## config.mk

```make
export PLATFORM = sky130hd
export DESIGN_NAME = scrambler_frame_ctrl
export DESIGN_NICKNAME = d
export VERILOG_FILES = /design/src/rtl/scr_pkg.sv /design/src/rtl/scr_byte_serializer.sv /design/src/rtl/scrambler_frame_ctrl.sv
export SDC_FILE = /design/constraint.sdc
export NUM_CORES = 1
export LEC_CHECK = 0
export BUFFER_PORTS_ARGS = -buffer_cell sky130_fd_sc_hd__buf_2
export CAP_MARGIN = 20
export CORE_ASPECT_RATIO = 1.1
export CORE_MARGIN = 1
export CORE_UTILIZATION = 40
export DETAILED_ROUTE_END_ITERATION = 7
export GPL_TIMING_DRIVEN = 0
export PLACE_DENSITY_LB_ADDON = 0.12
export SYNTH_ARGS = -nofsm -noshare
export SYNTH_HDL_FRONTEND = slang
export SYNTH_SLANG_ARGS = --single-unit
```

## constraint.sdc

```tcl
create_clock -name Clk -period 3.25 [get_ports Clk]
set_input_delay 0.65 -clock Clk [delete_from_list [all_inputs] [get_ports Clk]]
set_output_delay 0.65 -clock Clk [all_outputs]
set_load 0.01 [all_outputs]
```

## src/rtl/scr_pkg.sv

```systemverilog
// Shared definitions for the scrambler frame sequencer: state codes, field
// lengths and the SIGNAL-field bit layout.
package scr_pkg;

   typedef enum logic [2:0] {
      ST_IDLE    = 3'd0,
      ST_SIGNAL  = 3'd1,
      ST_SERVICE = 3'd2,
      ST_DATA    = 3'd3,
      ST_TAIL    = 3'd4,
      ST_PAD     = 3'd5,
      ST_DONE    = 3'd6
   } state_e;

   localparam int SIGNAL_BITS  = 24;
   localparam int SERVICE_BITS = 16;
   localparam int TAIL_BITS    = 6;

   localparam int SIG_RATE_LO = 0;
   localparam int SIG_LEN_LO  = 5;
   localparam int SIG_PARITY  = 17;

   // Bit i of the returned word is the i-th transmitted SIGNAL bit.
   function automatic logic [SIGNAL_BITS-1:0] signal_word(input logic [3:0]  rate,
                                                           input logic [11:0] len);
      logic [SIGNAL_BITS-1:0] w;
      w = '0;
      w[SIG_RATE_LO +: 4] = {rate[0], rate[1], rate[2], rate[3]};
      w[SIG_LEN_LO +: 12] = len;
      w[SIG_PARITY]       = ^w[SIG_PARITY-1:0];
      return w;
   endfunction

endpackage

```

## src/rtl/scr_byte_serializer.sv

```systemverilog
// Byte-to-bit path: one-byte hold register feeding an 8-bit shift register,
// plus the upstream fetch handshake and fetched-byte counter.
module scr_byte_serializer #(
   parameter int LEN_W = 12
) (
   input  logic             clk_i,
   input  logic             rst_i,
   input  logic             clear_i,
   input  logic             fetch_en_i,
   input  logic [LEN_W-1:0] len_i,
   input  logic [7:0]       src_data_i,
   input  logic             src_valid_i,
   output logic             src_ready_o,
   output logic             bit_o,
   output logic             bit_avail_o,
   input  logic             advance_i
);

   logic [7:0]       hold_q, hold_d;
   logic [7:0]       shift_q, shift_d;
   logic             hold_full_q, hold_full_d;
   logic [3:0]       sh_cnt_q, sh_cnt_d;
   logic [LEN_W-1:0] fetched_q, fetched_d;
   logic             fetch;
   logic             load;

   assign src_ready_o = !hold_full_q && fetch_en_i && (fetched_q < len_i);
   assign fetch       = src_ready_o && src_valid_i;
   assign load        = advance_i && (sh_cnt_q == 4'd0);

   // At a byte boundary the first bit is taken straight from the hold register.
   assign bit_avail_o = (sh_cnt_q != 4'd0) || hold_full_q;
   assign bit_o       = (sh_cnt_q != 4'd0) ? shift_q[0] : hold_q[0];

   always_comb begin
      hold_d      = hold_q;
      hold_full_d = hold_full_q;
      shift_d     = shift_q;
      sh_cnt_d    = sh_cnt_q;
      fetched_d   = fetched_q;
      if (advance_i) begin
         if (load) begin
            shift_d     = {1'b0, hold_q[7:1]};
            sh_cnt_d    = 4'd7;
            hold_full_d = 1'b0;
         end else begin
            shift_d  = {1'b0, shift_q[7:1]};
            sh_cnt_d = sh_cnt_q - 4'd1;
         end
      end
      if (fetch) begin
         hold_d      = src_data_i;
         hold_full_d = 1'b1;
         fetched_d   = fetched_q + 1'b1;
      end
      if (clear_i) begin
         hold_full_d = 1'b0;
         sh_cnt_d    = '0;
         fetched_d   = '0;
      end
   end

   always_ff @(posedge clk_i) begin
      if (rst_i) begin
         hold_full_q <= 1'b0;
         sh_cnt_q    <= '0;
         fetched_q   <= '0;
      end else begin
         hold_full_q <= hold_full_d;
         sh_cnt_q    <= sh_cnt_d;
         fetched_q   <= fetched_d;
      end
   end

   always_ff @(posedge clk_i) begin
      hold_q  <= hold_d;
      shift_q <= shift_d;
   end

endmodule

```

## src/rtl/scrambler_frame_ctrl.sv

```systemverilog
// Frame sequencer ahead of the scrambler: emits SIGNAL, SERVICE, DATA, TAIL
// and PAD as a registered bit stream with per-bit scrambler qualifiers.
module scrambler_frame_ctrl #(
   parameter  int MAX_LEN = 4095,
   parameter  int SEED_W  = 7,
   localparam int LEN_W   = $clog2(MAX_LEN + 1)
) (
   input  logic              Clk,
   input  logic              Reset,
   input  logic              start,
   input  logic [3:0]        rate_in,
   input  logic [LEN_W-1:0]  length_in,
   input  logic [7:0]        pad_len_in,
   input  logic [SEED_W-1:0] seed_in,
   input  logic [7:0]        src_data,
   input  logic              src_valid,
   output logic              src_ready,
   output logic              bit_out,
   output logic              bit_valid,
   output logic              scr_load,
   output logic [SEED_W-1:0] scr_seed,
   output logic              scr_bypass,
   output logic              scr_zero,
   output logic [2:0]        field,
   output logic              busy,
   output logic              done
);
   import scr_pkg::*;

   state_e              state_q, state_d;
   logic [4:0]          cnt_q, cnt_d;
   logic [LEN_W+2:0]    dbit_q, dbit_d;
   logic [7:0]          pad_cnt_q, pad_cnt_d;
   logic [3:0]          rate_q;
   logic [LEN_W-1:0]    len_q;
   logic [7:0]          pad_q;
   logic [SEED_W-1:0]   seed_q;

   logic                bit_q, bit_d;
   logic                vld_q, vld_d;
   logic                load_q, load_d;
   logic                byp_q, byp_d;
   logic                zero_q, zero_d;
   logic [2:0]          field_q;
   logic                busy_q;
   logic                done_q, done_d;

   logic                accept;
   logic                adv;
   logic                ser_bit;
   logic                ser_avail;
   logic                fetch_en;
   logic [SIGNAL_BITS-1:0] sig_w;
   logic [LEN_W+2:0]    data_last;

   // The output stage lags the state by one cycle, so a DONE still on the
   // outputs must also block a new start.
   assign accept    = start && (state_q == ST_IDLE) && !done_q;
   assign fetch_en  = (state_q == ST_SIGNAL) || (state_q == ST_SERVICE) || (state_q == ST_DATA);
   assign sig_w     = signal_word(rate_q, len_q);
   assign data_last = {len_q, 3'b000} - 1'b1;

   scr_byte_serializer #(
      .LEN_W (LEN_W)
   ) u_ser (
      .clk_i       (Clk),
      .rst_i       (Reset),
      .clear_i     (accept),
      .fetch_en_i  (fetch_en),
      .len_i       (len_q),
      .src_data_i  (src_data),
      .src_valid_i (src_valid),
      .src_ready_o (src_ready),
      .bit_o       (ser_bit),
      .bit_avail_o (ser_avail),
      .advance_i   (adv)
   );

   always_comb begin
      state_d   = state_q;
      cnt_d     = cnt_q;
      dbit_d    = dbit_q;
      pad_cnt_d = pad_cnt_q;
      bit_d     = 1'b0;
      vld_d     = 1'b0;
      load_d    = 1'b0;
      byp_d     = 1'b0;
      zero_d    = 1'b0;
      done_d    = 1'b0;
      adv       = 1'b0;
      case (state_q)
         ST_IDLE: begin
            if (accept) begin
               state_d = ST_SIGNAL;
               cnt_d   = '0;
            end
         end
         ST_SIGNAL: begin
            vld_d = 1'b1;
            byp_d = 1'b1;
            bit_d = sig_w[cnt_q];
            cnt_d = cnt_q + 5'd1;
            if (cnt_q == 5'(SIGNAL_BITS - 1)) begin
               load_d  = 1'b1;
               cnt_d   = '0;
               state_d = ST_SERVICE;
            end
         end
         ST_SERVICE: begin
            vld_d = 1'b1;
            cnt_d = cnt_q + 5'd1;
            if (cnt_q == 5'(SERVICE_BITS - 1)) begin
               cnt_d   = '0;
               dbit_d  = '0;
               state_d = (len_q == '0) ? ST_TAIL : ST_DATA;
            end
         end
         ST_DATA: begin
            // An empty byte path stalls here with every counter frozen.
            if (ser_avail) begin
               vld_d  = 1'b1;
               bit_d  = ser_bit;
               adv    = 1'b1;
               dbit_d = dbit_q + 1'b1;
               if (dbit_q == data_last) state_d = ST_TAIL;
            end
         end
         ST_TAIL: begin
            vld_d  = 1'b1;
            zero_d = 1'b1;
            cnt_d  = cnt_q + 5'd1;
            if (cnt_q == 5'(TAIL_BITS - 1)) begin
               cnt_d     = '0;
               pad_cnt_d = '0;
               state_d   = (pad_q == 8'd0) ? ST_DONE : ST_PAD;
            end
         end
         ST_PAD: begin
            vld_d     = 1'b1;
            pad_cnt_d = pad_cnt_q + 8'd1;
            if (pad_cnt_q == pad_q - 8'd1) state_d = ST_DONE;
         end
         ST_DONE: begin
            done_d  = 1'b1;
            state_d = ST_IDLE;
         end
         default: state_d = ST_IDLE;
      endcase
   end

   always_ff @(posedge Clk) begin
      if (Reset) begin
         state_q   <= ST_IDLE;
         cnt_q     <= '0;
         dbit_q    <= '0;
         pad_cnt_q <= '0;
         len_q     <= '0;
         pad_q     <= '0;
         seed_q    <= '0;
         bit_q     <= 1'b0;
         vld_q     <= 1'b0;
         load_q    <= 1'b0;
         byp_q     <= 1'b0;
         zero_q    <= 1'b0;
         field_q   <= ST_IDLE;
         busy_q    <= 1'b0;
         done_q    <= 1'b0;
      end else begin
         state_q   <= state_d;
         cnt_q     <= cnt_d;
         dbit_q    <= dbit_d;
         pad_cnt_q <= pad_cnt_d;
         if (accept) begin
            len_q  <= length_in;
            pad_q  <= pad_len_in;
            seed_q <= seed_in;
         end
         bit_q   <= bit_d;
         vld_q   <= vld_d;
         load_q  <= load_d;
         byp_q   <= byp_d;
         zero_q  <= zero_d;
         field_q <= state_q;
         busy_q  <= (state_q != ST_IDLE);
         done_q  <= done_d;
      end
   end

   always_ff @(posedge Clk) begin
      if (accept) rate_q <= rate_in;
   end

   assign bit_out    = bit_q;
   assign bit_valid  = vld_q;
   assign scr_load   = load_q;
   assign scr_seed   = seed_q;
   assign scr_bypass = byp_q;
   assign scr_zero   = zero_q;
   assign field      = field_q;
   assign busy       = busy_q;
   assign done       = done_q;

endmodule

```

==> results_dict.tcl, run 1 <==
set metrics [dict create \
    outcome "finished clean" \
    endpoint_kind "primary output" \
    avgSynthCellArea_um2 8.875 \
    hold_violations 0 \
    drt-initial-drc-count 220 \
    syn_to_final_growth_pct 15.13 \
    grt_pass1_vias 4419 \
    setup_viol 0 \
    clockBufferDepth 2 \
    cp.required_ns 2.60 \
    clkPwrFrac_pct 27.7 \
    syn_inst 642 \
    wl_met2_mm 6.754 \
    maxSlewHeadroom_pct 51.00 \
    top_layer_used "met4" \
    cts_tree "done" \
    path_buf_inv 2 \
    setup_tns_ns 0 \
    track_usage_pct 20.24 \
    synthXorXnorAreaFrac_pct 8.388 \
    cts.sink_count 104 \
    fin_nets 784 \
    ys_seq_area_share_pct 39.88 \
    crit_slowest_cell "dfxtp_1" \
    critical_path_class "reg -> out" \
    synth_top_family_by_area "simple AND/OR/NAND/NOR gates" \
    max_freq_mhz 323.7 \
    cap_violations 0 \
    synth_compound_area_share_pct 14.08 \
    rsz0062_at_grt "no" \
    internal_power_w 0.002721 \
    ys_ff_latch 104 \
    diodes 0 \
    clock_skew_ns 0.008181 \
    slowest_delay_ns 0.54 \
    met3WireLength_um 513 \
    tightest_slew_ns 0.7350 \
    wl_per_cell_um 15.77 \
    die_h_um 127.2 \
    ys_types 67 \
    final_cells 905 \
    clock_latency_ns 0.36 \
    grt_max_degree 18 \
    grt_pass1_wl_mm 22.78 \
    port_buffers 60 \
    antenna_found_initial 0 \
    p_comb_share_pct 34.4 \
    critical_path.startpoint_type "flop" \
    drive_above_1_share_pct 15.76 \
    path_cells "inv_1 -> ha_1 -> a211o_1 -> a31oi_1 -> o221ai_2 -> a21boi_0 -> buf_2" \
    place_inst 890 \
    synthFlopType "dfxtp_1" \
    vias 4823 \
    cp.arrival_ns 2.44 \
    met1_length_mm 6.643 \
    drv_slew 0 \
    p_sw_share_pct 34.81 \
    synth-simple-area-share_pct 22.33 \
    power_density_nw_per_um2 636.3 \
    initial_core_util_pct 41.14 \
    synth_edf_count 19 \
    cts_made_buffers 9 \
    dp_hpwl_mm 10.75 \
    switchingPower_w 0.001453 \
    die-area_um2 14730 \
    grt_overflow 0 \
    path_clk_slew_ns 0.07 \
    p_seq_share_pct 37.9 \
    hold_ws_ns 0.4526 \
    period_share_pct 95.06 \
    async_flop_share_pct 0 \
    core_um2 13850 \
    ys_warn_count 0 \
    hold_class "reg -> reg" \
    htreeDepth 3 \
    num_rows 45 \
    syn_nets 714 \
    routed_wl_mm 14.27 \
    vias_per_cell 5.329 \
    place_worst_setup_slack_ns 0.09404 \
    cp_max_fo 10 \
    fin_crit_ns 3.090 \
    cts-root-buf "clkbuf_16" \
    post-route-drc-count 0 \
    dieWidth_um 115.8 \
    peakVddDrop_mv 0.3291 \
    synthAdderAreaFrac_pct 6.368 \
    dr.pass1.iters 4 \
    setup_slack_ns 0.1605 \
    path_delay_family "compound AO/OA/AOI/OAI gates" \
    gp_congestion 0.8203 \
    leakagePower_nw 2.486 \
    ant_nets 0 \
    syn-cell-area_um2 5698 \
    num_io_pins 61 \
    synthMuxAreaShare_pct 4.062 \
]
## metal layers
metal	up-vias	global-route usage, %
met1	2275	25.91
met3	23	3.273
li1	2405	-
met2	120	33.37
met5	-	0
met4	0	8.974
## kinds of logic (layout without fill, tap and decap cells)
| family | count (synthesis) | after routing |
|---|---|---|
| compound gates | 125 | 125 |
| xor+xnor | 53 | 53 |
| fa+ha+maj | 29 | 29 |
| buf+inv | 66 | 141 |
| flops | 104 | 104 |
| mux | 17 | 17 |
| simple gates | 248 | 248 |
## sequential cells by signal, indices dropped and copies added, names as in the netlist, 5 cells and up
name and count:
cnt_q 5, u_ser.hold_q 8, dbit_q 15, scr_seed 7
u_ser.shift_q 7, u_ser.fetched_q 12, pad_q 8, len_q 12
pad_cnt_q 8
## cell usage in the layout (no fill, tap or decap), drive strengths merged, types with 5 or more instances in the layout
cell	instances
mux2	9
a2111oi	5
a211o	5
nor2	58
buf	73
clkbuf	29
nand2	77
edfxtp	19
dfxtp	85
a21oi	55
o21ai	19
nor4	9
inv	34
ha	29
nand2b	12
xor2	16
and3	6
nand3	19
nor3b	5
xnor2	36
nand4	12
nand3b	7
nor3	13
a211oi	9
## tightest hold or removal path, delay by kind of cell (launching register included)
kind,cells,cell delay [ns]
flip-flops,1,0.31
AND/OR/NAND/NOR,1,0.05
AO/OA/AOI/OAI,1,0.05
## timing repair
item                       CTS  global route
buffers inserted             0             0
setup endpoints to repair    0             4
resized for setup            0             2
hold buffers                 0             0
## power groups by stage
stage | Clock [W] | Sequential, W | Combinational [W]
global placement | 0 | 0.00160 | 0.00140
floorplan | 0 | 0.00159 | 0.00106
CTS | 0.00118 | 0.00158 | 0.00144
finish | 0.00115 | 0.00158 | 0.00144
global route | 0.00123 | 0.00160 | 0.00158
detailed placement | 0 | 0.00161 | 0.00143
## synthesized netlist by cell type (3+ instances only)
library cell	number	share of area, %
xnor2_1	36	5.5
nand3_1	19	1.7
edfxtp_1	19	10
mux4_2	4	1.6
nand3b_1	7	0.92
o21bai_1	3	0.40
o22ai_1	3	0.33
a21oi_1	54	4.7
and3_1	6	0.66
nor2_1	58	3.8
clkbuf_1	18	1.2
nand4b_1	3	0.46
dfxtp_1	85	30
mux2_2	9	1.8
nand2b_1	12	1.3
nor4_1	7	0.77
a21boi_0	3	0.40
a41oi_1	3	0.46
xor2_1	16	2.5
a22oi_1	4	0.53
nand4_1	12	1.3
and2_1	4	0.44
buf_2	7	0.61
o21ai_0	17	1.5
nor3_1	13	1.1
mux2i_1	4	0.70
and4_1	4	0.61
a31oi_1	4	0.44
nand2_1	75	4.9
nor3b_1	5	0.66
or3_1	4	0.44
a211oi_1	9	1.2
nor2b_1	4	0.44
ha_1	29	6.4
buf_4	4	0.53
a2111oi_1	4	0.70
inv_1	34	2.2
a211o_1	5	0.77
## layout make-up
| cell class | instances | area (um^2) |
|---|---|---|
| fillers | 1384 | 7291 |
| plain buffers | 30 | 143.9 |
| clock inverters | 4 | 51.30 |
| clock buffers | 12 | 267.8 |
| flip-flops and latches | 104 | 2272 |
| well taps | 188 | 235.2 |
| multi-input cells | 472 | 3158 |
| inverters | 35 | 131.4 |
| repair buffers | 60 | 300.3 |
## path summary, 6_finish.rpt
check | slack, ns | depth (start not counted) | to | from
setup / recovery | 0.16 | 7 | src_ready | len_q[2]$_SDFFE_PP0P_
hold / removal | 0.45 | 2 | scr_seed[0]$_SDFFE_PP0P_ | scr_seed[0]$_SDFFE_PP0P_
setup reg to reg | 0.38 | 8 | u_ser.shift_q[0]$_DFFE_PP_ | u_ser.sh_cnt_q[0]$_SDFFE_PP0P_
hold reg to reg | 0.45 | 2 | scr_seed[0]$_SDFFE_PP0P_ | scr_seed[0]$_SDFFE_PP0P_
## per-stage QoR
| stage | util (%) | power [W] | cell area, um^2 |
|---|---|---|---|
| 4_1_cts | 47.31 | 0.004195 | 6553 |
| 3_5_place_dp | 45.00 | 0.003034 | 6233 |
| 5_1_grt | 47.36 | 0.004418 | 6560 |
| 6_report | 47.36 | 0.004174 | 6560 |
| 3_3_place_gp | 45.00 | 0.003005 | 6233 |
| 2_1_floorplan | - | 0.002645 | 5698 |
Note: power is estimated with default switching activity, not from simulation.
==> run 2: changes to the inputs <==
- CELL_PAD_IN_SITES_DETAIL_PLACEMENT: unset -> 0
- CELL_PAD_IN_SITES_GLOBAL_PLACEMENT: unset -> 1
==> run 2 against run 1 <==
  * Non-clock buffer count did not move
  * Utilization fell by 0.35 points
  * Global-route usage rose by 0.86 points
  * Largest power group unchanged
==> results_dict.tcl, run 2 (same netlist as run 1, synthesis figures left out) <==
set metrics [dict create \
    largest_reg_flops 15 \
    dp_hpwl_mm 11.14 \
    postLayoutCellArea_um2 6511 \
    max_freq_mhz 324.9 \
    globalRoute.busiestLayer "met2" \
    hold_violations 0 \
    die_h_um 127.2 \
    power_density_nw_per_um2 626.6 \
    period_share_pct 94.69 \
    rrSetupSlack_ns 0.32 \
    final_cell_mix "85 x dfxtp_1, 75 x nand2_1, 67 x buf_2" \
    crit_slowest_cell "dfxtp_1" \
    path_clk_slew_ns 0.08 \
    clockBufferDepth 2 \
    track_usage_pct 21.10 \
    cts-root-buf "clkbuf_16" \
    crit_cells 7 \
    cts_tree "done" \
    top_regs "dbit_q x15, len_q x12, u_ser.fetched_q x12" \
    core_um2 13850 \
    antenna_found_initial 0 \
    syn_to_final_growth_pct 14.27 \
    cp.arrival_ns 2.43 \
    outcome "finished clean" \
    vias 4751 \
    ant_nets 0 \
    critical_path_class "reg -> out" \
    dieWidth_um 115.8 \
    endpoint_kind "primary output" \
    cp.required_ns 2.60 \
    grt_pass1_vias 4570 \
    peakVddDrop_mv 0.2921 \
    routed_wl_mm 14.69 \
    drt-initial-drc-count 255 \
    die-area_um2 14730 \
    wl_per_cell_um 16.23 \
    hold_start "rate_in[0]" \
    critical_path.startpoint_type "flop" \
    diodes 0 \
    num_io_pins 61 \
    cp-endpoint "src_ready" \
    clock_skew_ns 0.008573 \
    path_cells "inv_1 -> ha_1 -> a211o_1 -> a31oi_1 -> o221ai_2 -> a21boi_0 -> buf_2" \
    layout_commonest_cell "dfxtp_1" \
    num_rows 45 \
    post-route-drc-count 0 \
    place_inst 890 \
    final_cells 905 \
    reg2regPathDepth 8 \
    r2r_start "len_q[2]$_SDFFE_PP0P_" \
    drv_slew 0 \
    maxSlewHeadroom_pct 48.73 \
    met1_usage_pct 26.03 \
    dr.pass1.iters 4 \
    cts_made_buffers 9 \
    tightest_slew_ns 0.7691 \
    met3_usage_pct 4.127 \
    leakagePower_nw 2.467 \
    top_register "dbit_q" \
    htreeDepth 3 \
    cts_hold_buf 0 \
    clock_latency_ns 0.36 \
    gp_congestion 0.8263 \
    rsz0062_at_grt "no" \
    grt_overflow 0 \
    setup_viol 0 \
    hold_class "in -> reg" \
    final_core_util_pct 47.01 \
    post_dp_cell_area_um2 6233 \
    cp_max_fo 10 \
    initial_core_util_pct 41.14 \
    drive_above_1_share_pct 15.76 \
    path_delay_family "compound AO/OA/AOI/OAI gates" \
    vias_per_cell 5.250 \
    r2r_end "u_ser.fetched_q[7]$_SDFFE_PP0P_" \
    met2_usage_pct 37.29 \
    grt_max_degree 19 \
    cp-startpoint "len_q[2]$_SDFFE_PP0P_" \
    fillers 1418 \
    fin_nets 784 \
    port_buffers 60 \
    cts.sink_count 104 \
    grt_pass1_wl_mm 23.58 \
    slowest_delay_ns 0.54 \
    path_buf_inv 2 \
    fin_crit_ns 3.078 \
    setup_tns_ns 0 \
    cap_violations 0 \
]
[run 2: metal layers]
| layer | vias up | share of wire, % |
|---|---|---|
| met5 | - | 0 |
| met4 | 0 | 0.86 |
| met3 | 9 | 2.2 |
| met2 | 56 | 51 |
| met1 | 2278 | 45 |
| li1 | 2408 | - |
[run 2: worst min-delay path by stage]
stage                                           end  slack, ns  cells after the start
after detailed placement   scr_seed[6]$_SDFFE_PP0P_       0.45                      2
final                           rate_q[0]$_DFFE_PP_       0.46                      1
after global routing      u_ser.hold_q[7]$_DFFE_PP_       0.45                      1
after floorplan               len_q[1]$_SDFFE_PP0P_       0.45                      2
after global placement     scr_seed[4]$_SDFFE_PP0P_       0.44                      2
after CTS                       rate_q[0]$_DFFE_PP_       0.45                      1
[run 2: what timing repair did]
item / CTS / global route
resized for setup: 0 / 1
endpoints found under the setup margin: 1 / 1
cloned: 0 / 0
setup buffers: 0 / 0
[run 2: power by group]
group | leakage (nW) | internal (W) | switching (W)
Clock | 0.136 | 0.000533 | 0.000537
Combinational | 1.46 | 0.000594 | 0.000827
Sequential | 0.867 | 0.00146 | 0.000131
Total | 2.47 | 0.00259 | 0.00149
[run 2: area by class of cell]
type,instances,area (um^2),share of cell area [%]
multi-input cells,472,3151,48.39
repair buffers,60,300.3,4.612
clock buffers,10,229.0,3.517
plain buffers,30,143.9,2.210
clock inverters,6,48.80,0.7494
inverters,35,131.4,2.018
flip-flops and latches,104,2272,34.90
well taps,188,235.2,3.613
[run 2: per-stage QoR]
stage / hold slack [ns] / power, W / setup WS (ns)
2_1_floorplan: 0.4496 / 0.002645 / 0.7535
3_3_place_gp: 0.4419 / 0.003019 / 0.1702
3_5_place_dp: 0.4516 / 0.003046 / 0.1468
4_1_cts: 0.4478 / 0.004114 / 0.08349
5_1_grt: 0.4523 / 0.004342 / 0.007306
6_report: 0.4600 / 0.004080 / 0.1725
[run 2: worst register-to-register path, cell delays in order, from the launching register on]
cell      delay (ns)
dfxtp_1         0.54
inv_1           0.13
ha_1            0.33
a211o_1         0.25
a31oi_1         0.17
o221ai_2        0.26
a21oi_2         0.70
nand4_1         0.28
mux2i_1         0.17
==> run 3: changes to the inputs <==
- CELL_PAD_IN_SITES_DETAIL_PLACEMENT: 0 -> 1
==> run 3 against run 2 <==
  * Final cell count stayed put
  * Critical path depth did not move
  * Largest cell class unchanged
  * Largest power group unchanged
  * Fmax shrank 0.17%
  * Die area is the same
  * Sequential share of layout area shrank 0.11 points
==> results_dict.tcl, run 3 (same netlist as run 1, synthesis figures left out) <==
set metrics [dict create \
    dieWidth_um 115.8 \
    gp_congestion 0.8263 \
    post-route-drc-count 0 \
    hold_depth 2 \
    grt_overflow 0 \
    grt_pass1_vias 5119 \
    ant_nets 0 \
    path_clk_slew_ns 0.07 \
    cts_setup_buffers 0 \
    dp_hpwl_mm 12.12 \
    num_rows 45 \
    hold_class "reg -> reg" \
    die_h_um 127.2 \
    routed_wl_mm 15.62 \
    setup_tns_ns 0 \
    drive_above_1_share_pct 16.04 \
    diodes 0 \
    setup_viol 0 \
    vias 4892 \
    multiInputGateArea_um2 3151 \
    leakagePower_nw 2.479 \
    critical_path_class "reg -> out" \
    drv_slew 0 \
    cap_violations 0 \
    critical_path.startpoint_type "flop" \
    cp.arrival_ns 2.43 \
    final_cell_mix "84 x dfxtp_1, 75 x nand2_1, 67 x buf_2" \
    port_buffers 60 \
    crit_slowest_cell "dfxtp_1" \
    fin_nets 784 \
    track_usage_pct 22.51 \
    outcome "finished clean" \
    fillers 1663 \
    r2r_end "u_ser.fetched_q[7]$_SDFFE_PP0P_" \
    max_freq_mhz 324.4 \
    cts_tree "done" \
    dr.pass1.iters 4 \
    grt_max_degree 18 \
    postLayoutCellArea_um2 6535 \
    period_share_pct 94.85 \
    num_io_pins 61 \
    initial_core_util_pct 41.14 \
    grt_pass1_wl_mm 25.23 \
    core_um2 13850 \
    syn_to_final_growth_pct 14.69 \
    hold_path_end "scr_seed[1]$_SDFFE_PP0P_" \
    rrSetupSlack_ns 0.42 \
    endpoint_kind "primary output" \
    antenna_found_initial 0 \
    clock_latency_ns 0.37 \
    regArea_um2 2273 \
    largest_reg_flops 15 \
    layout_commonest_cell "dfxtp_1" \
    drt-initial-drc-count 154 \
    slowest_delay_ns 0.53 \
    htreeDepth 3 \
    die-area_um2 14730 \
    path_delay_family "compound AO/OA/AOI/OAI gates" \
    post_dp_cell_area_um2 6233 \
    maxSlewHeadroom_pct 49.17 \
    tightest_slew_ns 0.7624 \
    power_density_nw_per_um2 633.4 \
    reg2regPathDepth 8 \
    rsz0062_at_grt "no" \
    vias_per_cell 5.406 \
    hold_violations 0 \
    cts.sink_count 104 \
    power_w 0.004139 \
    top_register "dbit_q" \
    top_regs "dbit_q x15, len_q x12, u_ser.fetched_q x12" \
    cp_max_fo 10 \
    hold_start "scr_seed[1]$_SDFFE_PP0P_" \
    clockBufferDepth 2 \
    path_cells "inv_1 -> ha_1 -> and4_1 -> o21ai_0 -> o221ai_2 -> a21boi_0 -> buf_2" \
    cts_made_buffers 9 \
    peakVddDrop_mv 0.3142 \
    fin_crit_ns 3.083 \
    clock_skew_ns 0.01491 \
    r2r_start "len_q[2]$_SDFFE_PP0P_" \
    path_buf_inv 2 \
    wl_per_cell_um 17.26 \
    cp.required_ns 2.60 \
    cts-root-buf "clkbuf_16" \
    hold_ws_ns 0.4546 \
]
[run 3: cell types whose count changed in the layout (fill, tap and decap cells not counted)]
| cell | before | now |
|---|---|---|
| clkbuf_1 | 18 | 17 |
| clkbuf_16 | 9 | 10 |
| clkbuf_8 | 0 | 1 |
| clkinv_2 | 0 | 1 |
| clkinv_4 | 0 | 1 |
| dfxtp_1 | 85 | 84 |
| dfxtp_2 | 0 | 1 |
| inv_4 | 2 | 1 |
| inv_6 | 2 | 1 |
| inv_8 | 1 | 0 |
[run 3: how the worst max path moves through the flow]
stage | from | end | slack [ns] | cells after the start
final | len_q[4]$_SDFFE_PP0P_ | src_ready | 0.17 | 7
after detailed placement | len_q[2]$_SDFFE_PP0P_ | u_ser.fetched_q[7]$_SDFFE_PP0P_ | 0.11 | 9
after global placement | len_q[2]$_SDFFE_PP0P_ | u_ser.fetched_q[7]$_SDFFE_PP0P_ | 0.17 | 9
after CTS | len_q[9]$_SDFFE_PP0P_ | src_ready | 0.06 | 6
after floorplan | len_q[2]$_SDFFE_PP0P_ | src_ready | 0.75 | 7
after global routing | len_q[4]$_SDFFE_PP0P_ | src_ready | 0.03 | 7
[run 3: metal layers]
layer	track usage [%]	part of all wire [%]	up-vias
met5	0	0	-
met4	8.974	2.0	0
met3	3.748	2.5	19
met2	41.28	53	65
met1	25.56	42	2396
li1	-	-	2412
[run 3: final cells by class]
cell class	count	area share, %
plain buffers	30	2.202
clock buffers	11	4.040
clock inverters	5	0.5552
inverters	35	2.010
multi-input cells	472	48.21
flip-flops and latches	104	34.79
well taps	188	3.599
repair buffers	60	4.595
[run 3: worst reg2reg max path, delay by kind of cell (launching register included)]
kind / cells / cell delay, ns
buffers and inverters: 1 / 0.11
AO/OA/AOI/OAI: 4 / 1.39
adder cells (fa/ha/maj): 1 / 0.32
AND/OR/NAND/NOR: 1 / 0.27
multiplexers: 1 / 0.17
flip-flops: 1 / 0.45
[run 3: timing repair]
action / CTS / global route
hold buffers: 0 / 0
pin swaps: 0 / 0
resized for setup: 0 / 2
setup endpoints to repair: 1 / 1
[run 3: where the power goes]
group | leakage, nW | switching (W) | internal [W]
clock network | 0.148 | 0.000514 | 0.000591
registers | 0.867 | 0.000134 | 0.00146
logic | 1.46 | 0.000846 | 0.000595
total | 2.48 | 0.00149 | 0.00264
[run 3: stage by stage]
step                      worst slack (ns)  util (%)  cells
after floorplan                     0.7535         -    642
after global placement              0.1702     45.00    890
after detailed placement            0.1085     45.00    890
after CTS                          0.06422     47.15    905
after global routing               0.02975     47.18    905
final                               0.1674     47.18    905
